===== config.mk =====
export PLATFORM = sky130hd
export DESIGN_NAME = demux4_tdm_flat
export DESIGN_NICKNAME = d
export VERILOG_FILES = /design/src/rtl/demux4_tdm_if.sv /design/src/rtl/demux4_tdm.sv /design/src/flat_wrapper.sv
export SDC_FILE = /design/constraint.sdc
export NUM_CORES = 1
export LEC_CHECK = 0
export ABC_AREA = 1
export CAP_MARGIN = 20
export CORE_UTILIZATION = 33
export CTS_CLUSTER_DIAMETER = 200
export CTS_CLUSTER_SIZE = 20
export DETAILED_ROUTE_END_ITERATION = 8
export GPL_TIMING_DRIVEN = 0
export HOLD_SLACK_MARGIN = 0.12
export PLACE_DENSITY_LB_ADDON = 0.3
export RECOVER_POWER = 25
export SYNTH_ARGS = -nofsm -noshare
export SYNTH_HDL_FRONTEND = slang
export SYNTH_SLANG_ARGS = --single-unit

===== constraint.sdc =====
create_clock -name clk -period 2.6 [get_ports clk]
set_clock_uncertainty 0.15 [all_clocks]
set_input_delay 0.65 -clock clk [delete_from_list [all_inputs] [get_ports clk]]
set_output_delay 0.65 -clock clk [all_outputs]
set_load 0.02 [all_outputs]

===== src/rtl/demux4_tdm_if.sv =====
// demux4_tdm_if: serial TDM input beats and the published frame, lock, slot, error and count outputs
interface demux4_tdm_if #(parameter int WIDTH = 4);
  logic [WIDTH-1:0] din;
  logic             valid;
  logic             sync;
  logic [WIDTH-1:0] y0, y1, y2, y3;
  logic             frame_valid;
  logic             locked;
  logic [1:0]       slot;
  logic             err;
  logic [7:0]       frame_cnt;
  modport master (
    output din, valid, sync,
    input  y0, y1, y2, y3, frame_valid, locked, slot, err, frame_cnt
  );
  modport slave (
    input  din, valid, sync,
    output y0, y1, y2, y3, frame_valid, locked, slot, err, frame_cnt
  );
endinterface


===== src/rtl/demux4_tdm.sv =====
// demux4_tdm: locks onto channel-0 sync and publishes four TDM channel words per completed frame
module demux4_tdm #(parameter int WIDTH = 4) (
  input logic         clk,
  input logic         rst_n,
  demux4_tdm_if.slave bus
);
  typedef enum logic {HUNT, LOCK} state_t;
  state_t           state;
  logic [WIDTH-1:0] sh0, sh1, sh2;
  always_ff @(posedge clk) begin
    if (!rst_n) begin
      state           <= HUNT;
      sh0             <= '0;
      sh1             <= '0;
      sh2             <= '0;
      bus.y0          <= '0;
      bus.y1          <= '0;
      bus.y2          <= '0;
      bus.y3          <= '0;
      bus.frame_valid <= 1'b0;
      bus.locked      <= 1'b0;
      bus.slot        <= 2'd0;
      bus.err         <= 1'b0;
      bus.frame_cnt   <= 8'd0;
    end else begin
      bus.frame_valid <= 1'b0;
      bus.err         <= 1'b0;
      if (bus.valid) begin
        if (state == HUNT) begin
          if (bus.sync) begin
            sh0        <= bus.din;
            bus.slot   <= 2'd1;
            state      <= LOCK;
            bus.locked <= 1'b1;
          end
        end else if (bus.sync) begin
          // an early sync drops the partial frame and restarts on this beat
          bus.err  <= bus.slot != 2'd0;
          sh0      <= bus.din;
          bus.slot <= 2'd1;
        end else if (bus.slot == 2'd0) begin
          bus.err    <= 1'b1;
          state      <= HUNT;
          bus.locked <= 1'b0;
        end else if (bus.slot == 2'd3) begin
          bus.y0          <= sh0;
          bus.y1          <= sh1;
          bus.y2          <= sh2;
          bus.y3          <= bus.din;
          bus.frame_valid <= 1'b1;
          bus.frame_cnt   <= bus.frame_cnt + 8'd1;
          bus.slot        <= 2'd0;
        end else begin
          if (bus.slot == 2'd1) sh1 <= bus.din;
          else sh2 <= bus.din;
          bus.slot <= bus.slot + 2'd1;
        end
      end
    end
  end
endmodule


===== src/flat_wrapper.sv =====
// flat-port wrapper written by rule: the top's interface ports become plain ports
module demux4_tdm_flat 
#(parameter int WIDTH = 4)
  (clk, rst_n, bus_din, bus_valid, bus_sync, bus_y0, bus_y1, bus_y2, bus_y3, bus_frame_valid, bus_locked, bus_slot, bus_err, bus_frame_cnt);
  demux4_tdm_if #(.WIDTH(WIDTH)) bus_i ();
  input logic clk;
  input logic rst_n;
  input wire logic [$bits(bus_i.din)-1:0] bus_din;
  input wire logic [$bits(bus_i.valid)-1:0] bus_valid;
  input wire logic [$bits(bus_i.sync)-1:0] bus_sync;
  output wire logic [$bits(bus_i.y0)-1:0] bus_y0;
  output wire logic [$bits(bus_i.y1)-1:0] bus_y1;
  output wire logic [$bits(bus_i.y2)-1:0] bus_y2;
  output wire logic [$bits(bus_i.y3)-1:0] bus_y3;
  output wire logic [$bits(bus_i.frame_valid)-1:0] bus_frame_valid;
  output wire logic [$bits(bus_i.locked)-1:0] bus_locked;
  output wire logic [$bits(bus_i.slot)-1:0] bus_slot;
  output wire logic [$bits(bus_i.err)-1:0] bus_err;
  output wire logic [$bits(bus_i.frame_cnt)-1:0] bus_frame_cnt;
  assign bus_i.din = bus_din;
  assign bus_i.valid = bus_valid;
  assign bus_i.sync = bus_sync;
  assign bus_y0 = bus_i.y0;
  assign bus_y1 = bus_i.y1;
  assign bus_y2 = bus_i.y2;
  assign bus_y3 = bus_i.y3;
  assign bus_frame_valid = bus_i.frame_valid;
  assign bus_locked = bus_i.locked;
  assign bus_slot = bus_i.slot;
  assign bus_err = bus_i.err;
  assign bus_frame_cnt = bus_i.frame_cnt;
  demux4_tdm #(.WIDTH(WIDTH)) u_core (.clk(clk), .rst_n(rst_n), .bus(bus_i));
endmodule

==> metrics.md <==
| Metric | Value |
|---|---|
| ANT cells | `0` |
| Lkg Pwr | `0.000897 uW` |
| Vias/cell | `4.70` |
| Top cell by count, worst path | `nor2_1` |
| DRC errors left | `0` |
| Worst path cell trace | `dlygate4sd3_1 > nand2_1 > inv_1 > nand3_1 > clkbuf_8 > nor2_1 > nor2_1` |
| CTS clock-pin slew for the worst setup and hold paths | `0.08 ns` |
| Syn Nets | `232` |
| WP data arrival | `2.27 ns` |
| Total power | `1150 uW` |
| TritonRoute pass-1 iters | `4` |
| Slowest cell on crit path | `dlygate4sd3_1` |
| # hold bufs at CTS | `0` |
| Via count | `1552` |
| Global-route wire length before repair | `6240 microns` |
| Port bufs | `36` |
| IO Count | `37` |
| Die Area | `5530 sq um` |
| Die height | `74.4 microns` |
| RSZ-0062 raised after global routing | `no` |
| Slew headroom | `68.7%` |
| Netlist cell types | `26` |
| Final Hold Vio Count | `0` |
| Area Overhead vs Synth | `29.7%` |
| Pre-CTS setup slack | `0.381 ns` |
| Detailed Place HPWL | `2690 microns` |
| CTS sink cnt | `42` |
| Drt first-iter violations | `102` |
| Final WS setup | `0.365 ns` |
| Post_cts resized | `0` |
| Vias in the first global route | `1367` |
| Syn avg cell area | `7.89 sq um` |
| WP data required | `2.64 ns` |
| Synth Instances | `219` |
| Maximum clock path buffer count | `2` |
| Commonest non-fill, non-tap cell in the layout | `nor2_1` |
| Max rail drop VDD | `238 uV` |
| Crit. End Element | `register` |
| Status | `complete, no violations` |
| Maximum clock frequency | `448 MHz` |
| Fin Setup TNS | `0 ns` |
| Hold Path Depth | `2` |
| CTS root buf | `clkbuf_8` |
| Crit path depth | `7` |
| Detail Route Antenna Nets | `0` |
| Nets | `275` |
| Commonest non-fill, non-tap cells in the layout | `57 x nor2_1, 42 x dfxtp_1, 34 x clkdlybuf4s50_1` |
| Core Box Area | `4880 sq um` |
| Worst-path maximum fanout | `10` |
| R2r worst-path depth | `7` |
| Crit path largest cell delay | `0.61 ns` |
| Critical path class | `in2reg` |
| CTS tree | `built` |
| Avg WL per Cell | `11.4 microns` |
| Num rows | `25` |
| Die Width | `74.4 microns` |
| Largest net degree at the start of global routing | `13` |
| Netlist Area Pre-Place | `1730 sq um` |
| Setup violations, final | `0` |
| Cts bufs inserted | `5` |
| Clock Latency Late Sink | `0.28 ns` |
| Sequential area share after synthesis | `48.7%` |
| Min-Delay Path Class | `reg2reg` |
| Tot GR Track Use | `15.1%` |
| Pwr dens | `512 nW/um^2` |
| Crit path buffers/inverters | `3` |
| Max-slew violations | `0` |
| Post-CTS Setup Bufs | `0` |
| Period utilization | `85.9%` |
| H-tree depth | `2` |
| Yosys warns | `0` |
| Layout cells sized above 1 | `7.60%` |
| Congestion Overflow GR | `0` |
| Drt total wl | `3760 microns` |
| Tmin final | `2.23 ns` |
| Initial Util | `35.4%` |
| Core Util, Final | `45.9%` |
| Worst setup SP type | `input port` |
| Top delay family on crit path | `buffers and inverters` |
| Antenna violations before repair | `0` |
| Worst Max-Slew Pin Slew | `0.467 ns` |
| Maximum Capacitance Violations | `0` |
| Routability Congestion | `0.853` |
| Synth Register Bits | `42` |
## worst paths after layout
kind | start | slack [ns] | end
setup reg to reg | u_core.bus.slot[0] | 0.69 | u_core.bus.y0[1]
hold / removal | u_core.sh2[3] | 0.31 | u_core.bus.y2[3]
hold reg to reg | u_core.sh2[3] | 0.31 | u_core.bus.y2[3]
setup / recovery | bus_valid | 0.37 | u_core.bus.y0[1]
## kinds of logic after synthesis
kind of cell | Yosys count | share of synthesized area, %
XOR/XNOR | 1 | 0.507
flip-flops | 42 | 48.7
adder cells (fa/ha/maj) | 5 | 3.62
AND/OR/NAND/NOR | 97 | 24.3
buffers and inverters | 23 | 6.95
AO/OA/AOI/OAI | 51 | 16.0
## cell usage after synthesis, drive strengths merged
cell	count	area share (%)
ha	5	3.6
or2	2	0.72
dfxtp	42	49
nand4	1	0.36
a21oi	18	6.1
o21ai	32	9.5
a211oi	1	0.43
and3	1	0.36
nand3	12	4.5
inv	16	3.5
nor2	57	13
clkbuf	3	1.2
buf	4	2.2
nor4	1	0.36
nand2	23	5.1
xor2	1	0.51
## stage by stage
step | instances | hold slack, ns | area, sq um
2_1_floorplan | 219 | 0.277 | 1730
3_3_place_gp | 322 | 0.298 | 2170
3_5_place_dp | 322 | 0.301 | 2170
4_1_cts | 330 | 0.313 | 2260
5_1_grt | 330 | 0.337 | 2240
6_report | 330 | 0.310 | 2240
## registers in the layout, indices dropped and copies added, names as in the netlist
register / cells
u_core.bus.err: 1
u_core.bus.frame_cnt: 8
u_core.bus.frame_valid: 1
u_core.bus.locked: 1
u_core.bus.slot: 2
u_core.bus.y0: 4
u_core.bus.y1: 4
u_core.bus.y2: 4
u_core.bus.y3: 4
u_core.sh0: 4
u_core.sh1: 4
u_core.sh2: 4
u_core.state: 1
## metal layers
metal / up-vias / GRT usage [%] / share of wire [%]
li1: 795 / - / -
met2: 43 / 23.9 / 45
met5: - / 0 / 0
met1: 712 / 19.6 / 47
met3: 2 / 4.88 / 6.7
met4: 0 / 4.40 / 0.74
## worst register-to-register path, stage by stage, from the launching register on
cell	delay [ns]
dfxtp_1	0.41
inv_1	0.10
ha_1	0.24
nor2_1	0.14
nand3_1	0.32
clkbuf_8	0.29
nor2_1	0.11
nor2_1	0.05
## power by group
group | total, uW | leakage [uW] | internal [uW] | switching [uW]
combinational | 67.8 | 0.000510 | 27.6 | 40.2
clock | 423 | 0.0000482 | 214 | 209
sequential | 656 | 0.000340 | 651 | 5.65
total | 1150 | 0.000897 | 892 | 255
## layout make-up
type	instances	area, sq um
Clock buffer	7	86.3
Inverter	16	60.1
Timing Repair Buffer	36	360
Clock inverter	1	5.00
Tap cell	67	83.8
Sequential cell	42	841
Fill cell	524	2640
Buffer	7	60.1
Multi-Input combinational cell	154	744
(Power assumes the default switching activity.)
==> RTL edit 1 (same flow settings) <==
Reset style: asynchronous (`rst_n`), changed in one clocked block.
--- a/src/rtl/demux4_tdm.sv
+++ b/src/rtl/demux4_tdm.sv
@@ -9,3 +9,3 @@
   logic [WIDTH-1:0] sh0, sh1, sh2;
-  always_ff @(posedge clk) begin
+  always_ff @(posedge clk or negedge rst_n) begin
     if (!rst_n) begin
Formal check against the unedited RTL: differs if rst_n is asserted again (counterexample within 4 cycles, from zero or initial values and one cycle with rst_n low); with rst_n held inactive, the same outputs for 4 cycles.
==> RTL edit 1 against the original RTL <==
Cell area up 6.0%; first-iteration DRC count decreased by 60%; setup slack better by 0.094 ns; area after synthesis increased by 3.8%; sequential share of layout area increased by 6.7 points; cell count down 5.5%; sequential cell count stayed put; wire length decreased by 6.8%; critical path type unchanged; largest cell class unchanged.
Power is not compared: it rests on default switching activity, and its combinational part moved more than twofold at a synthesized area within 25%.
==> RTL edit 1: results (changes against the original RTL) <==
viasPerCell: 4.388  # -6.7%
largest-register: "u_core.bus.frame_cnt"
synth_area_leaders: "dfrtp_1 (59%), nand2_1 (13%), o21ai_0 (7.8%), inv_1 (4.6%), ha_1 (4.2%)"
synthAdderAreaFrac: 0.04184  # +0.005635
ys_top_cells_by_count: "nand2_1 (60), dfrtp_1 (42), o21ai_0 (28)"
antenna_found_initial: 0  # unchanged
cp.arrival_ns: 2.21  # -0.06 ns
synth_compound_area_frac: 0.09693  # -0.06310
nNetsFinal: 255  # -7.3%
post_cts_buffers: 0  # unchanged
grt_pass1_wl_um: 5644  # -9.5%
routedWlPerCell_um: 11.24  # -1.5%
syn_nets: 210  # -9.5%
drt_pass1_iterations: 4  # unchanged
grt_max_degree: 34  # +21
status: "completed"
max_slew_margin: 0.5981  # -0.08911
port_buffers: 36  # unchanged
ys_seq_area_frac: 0.5858  # +0.09917
grt_pass1_vias: 1262  # -7.7%
grt_usage: 0.1341  # -0.01678
yosysUniqueCellTypes: 19  # -27%
hpwl_um: 2555  # -5.0%
irDropWorstVdd_mv: 0.3193
async_reset_ff_frac: 1.000  # +1.000
synth_flop_cell: "dfrtp_1"
place.gp.congestion: 0.7821  # -8.3%
synth_xor_area_frac: 0.01953  # +0.01446
drtIter0Drc: 41  # -60%
yosys-mux-area-fraction: 0  # unchanged
cts_root_buffer: "clkbuf_8"
layout-drive-gt1-share: 0.06612  # -0.009930
## RTL edit 1: final cells by class
class	count	area [um2]
multi-input combinational	127	628.1
fill	493	2796
buffer	5	32.53
sequential	42	1051
tap	70	87.58
inverter	22	82.58
timing repair buffer	38	384.1
clock buffer	8	110.1
## RTL edit 1: cell families (layout without fill, tap and decap cells)
group,after synthesis,in the layout
xor+xnor,4,4
compound gates,34,34
simple gates,83,83
buf+inv,27,73
flops,42,42
fa+ha+maj,6,6
## RTL edit 1: critical path, cell delays in order
cell             delay (ns)
clkdlybuf4s50_1        0.54
inv_1                  0.10
ha_1                   0.20
nand2_1                0.19
clkbuf_1               0.34
o21ai_0                0.13
nand2_1                0.07
## RTL edit 1: repair_timing
item	4_1_cts	5_1_grt
hold endpoints to repair	9	0
endpoints found under the setup margin	0	0
hold buffers	1	0
## RTL edit 1: worst paths after layout
kind                                                 from                             endpoint  cells past startpoint  slack (ns)
max in group asynchronous                           rst_n  u_core.bus.frame_cnt[6]$_DFFE_PN0P_                      3        0.99
min in group asynchronous                           rst_n  u_core.bus.frame_cnt[5]$_DFFE_PN0P_                      2        0.73
setup / recovery                                 bus_sync         u_core.bus.y2[1]$_DFFE_PN0P_                      7        0.46
setup reg to reg           u_core.bus.slot[0]$_DFFE_PN0P_  u_core.bus.frame_cnt[3]$_DFFE_PN0P_                      9        0.73
hold reg to reg                 u_core.sh0[1]$_DFFE_PN0P_         u_core.bus.y0[1]$_DFFE_PN0P_                      2        0.33
hold / removal                  u_core.sh0[1]$_DFFE_PN0P_         u_core.bus.y0[1]$_DFFE_PN0P_                      2        0.33
## RTL edit 1: layer usage
metal | part of all wire | track usage | wire length [um]
met5 | 0 | 0 | 0
met3 | 0.038 | 0.03571 | 135
met1 | 0.48 | 0.1736 | 1699
met4 | 0.0066 | 0.05556 | 23
met2 | 0.47 | 0.2133 | 1648
## RTL edit 1: power breakdown
group,switching (W),total (W),internal [W]
sequential,0.000139,0.00101,0.000871
clock,0.000211,0.000479,0.000268
combinational,0.000469,0.000851,0.000383
total,0.000818,0.00234,0.00152
## RTL edit 1: stage by stage
| step | instance area [um2] | cells | setup slack [ns] |
|---|---|---|---|
| finish | 2376 | 312 | 0.4595 |
| global route | 2376 | 312 | 0.3041 |
| CTS | 2377 | 312 | 0.4440 |
| detailed placement | 2257 | 303 | 0.1520 |
| global placement | 2242 | 302 | -0.3756 |
| floorplan | 1794 | 196 | 0.8000 |
==> RTL edit 2 (config.mk and constraints unchanged) <==
Without the edit above. `WIDTH` is set to 4 in 3 places; all go to 3.
--- a/src/rtl/demux4_tdm_if.sv
+++ b/src/rtl/demux4_tdm_if.sv
@@ -1,3 +1,3 @@
 // demux4_tdm_if: serial TDM input beats and the published frame, lock, slot, error and count outputs
-interface demux4_tdm_if #(parameter int WIDTH = 4);
+interface demux4_tdm_if #(parameter int WIDTH = 3);
   logic [WIDTH-1:0] din;
--- a/src/rtl/demux4_tdm.sv
+++ b/src/rtl/demux4_tdm.sv
@@ -1,3 +1,3 @@
 // demux4_tdm: locks onto channel-0 sync and publishes four TDM channel words per completed frame
-module demux4_tdm #(parameter int WIDTH = 4) (
+module demux4_tdm #(parameter int WIDTH = 3) (
   input logic         clk,
--- a/src/flat_wrapper.sv
+++ b/src/flat_wrapper.sv
@@ -2,3 +2,3 @@
 module demux4_tdm_flat 
-#(parameter int WIDTH = 4)
+#(parameter int WIDTH = 3)
   (clk, rst_n, bus_din, bus_valid, bus_sync, bus_y0, bus_y1, bus_y2, bus_y3, bus_frame_valid, bus_locked, bus_slot, bus_err, bus_frame_cnt);
Interface: changed (5 resized); port bits go from 37 to 32. No check against the original RTL was run, so the function may have changed too.
==> RTL edit 2 against the original RTL <==
Synthesized cell count shrank 10%; wire length decreased by 19%; total power fell by 8.0%; area after synthesis decreased by 15%; cell area down 14%; register-to-register slack improved by 0.07 ns; fmax rose by 4.8%; sequential cell count shrank 7; largest cell class unchanged; setup slack gained 0.10 ns.
==> RTL edit 2: results (changes against the original RTL) <==
dp.cells: 278  # -14%
r2r_slack_ns: 0.76  # +0.07 ns
met3WireLength_um: 106  # -58%
yosysUniqueCellTypes: 19  # -27%
grt_pass1_wl_um: 5106  # -18%
power_density_nw_per_um2: 546.8  # +6.8%
power_frac_clock: 0.409  # +0.040
layout-drive-gt1-share: 0.05085  # -0.02520
use_met2: 0.2255  # -0.01375
multi_input_area_um2: 639.4  # -14%
wirelength_um: 3039  # -19%
nMultiInputCombCells: 137  # -11%
n_all_buffers: 37  # -14%
place.gp.congestion: 0.7308  # -14%
nFillCells: 431  # -18%
clock_area_frac: 0.05188  # +0.01112
synth_area_leaders: "dfxtp_1 (48%), nand2_1 (12%), nor2_1 (7.9%), a21oi_1 (7.9%), inv_1 (4.6%)"
min_to: "u_core.sh2[0]$_SDFFE_PN0P_"
drtIter0Drc: 45  # -56%
reg2regPathDepth: 9  # +2
max_slew_margin: 0.6649  # -0.02235
irDropWorstVdd_mv: 0.3133  # +32%
placed_area_um2: 1837  # -15%
cp.arrival_ns: 2.16  # -0.11 ns
synth_xor_area_frac: 0  # -0.005069
hpwl_um: 2184  # -19%
nonClkBufAreaFrac: 0.1842  # -0.003428
n_clock_buffer: 8  # +1
wl_met1_um: 1523  # -14%
hold-worst-slack_ns: 0.2996  # -0.01079 ns
status: "completed"
syn_nets: 209  # -9.9%
-- RTL edit 2: changes by cell type after synthesis, sizes merged, moves of 3 or more --
cell / unedited run / this run
nand2: 23 / 47
inv: 16 / 19
o21ai: 32 / 14
nor3: 0 / 3
a21oi: 18 / 23
nor2: 57 / 33
dfxtp: 42 / 35
-- RTL edit 2: worst max path at each step --
stage	start	to	slack (ns)	cells after the start
final	bus_sync	u_core.bus.frame_cnt[6]$_SDFFE_PN0P_	0.47	8
after global routing	bus_sync	u_core.bus.frame_cnt[7]$_SDFFE_PN0P_	0.33	8
after CTS	u_core.bus.slot[0]$_SDFFE_PN0P_	bus_slot[0]	0.45	1
after detailed placement	bus_sync	u_core.bus.frame_cnt[6]$_SDFFE_PN0P_	0.39	8
after global placement	bus_sync	u_core.bus.frame_cnt[6]$_SDFFE_PN0P_	0.41	8
after floorplan	u_core.bus.slot[0]$_SDFFE_PN0P_	u_core.bus.frame_cnt[6]$_SDFFE_PN0P_	0.86	9
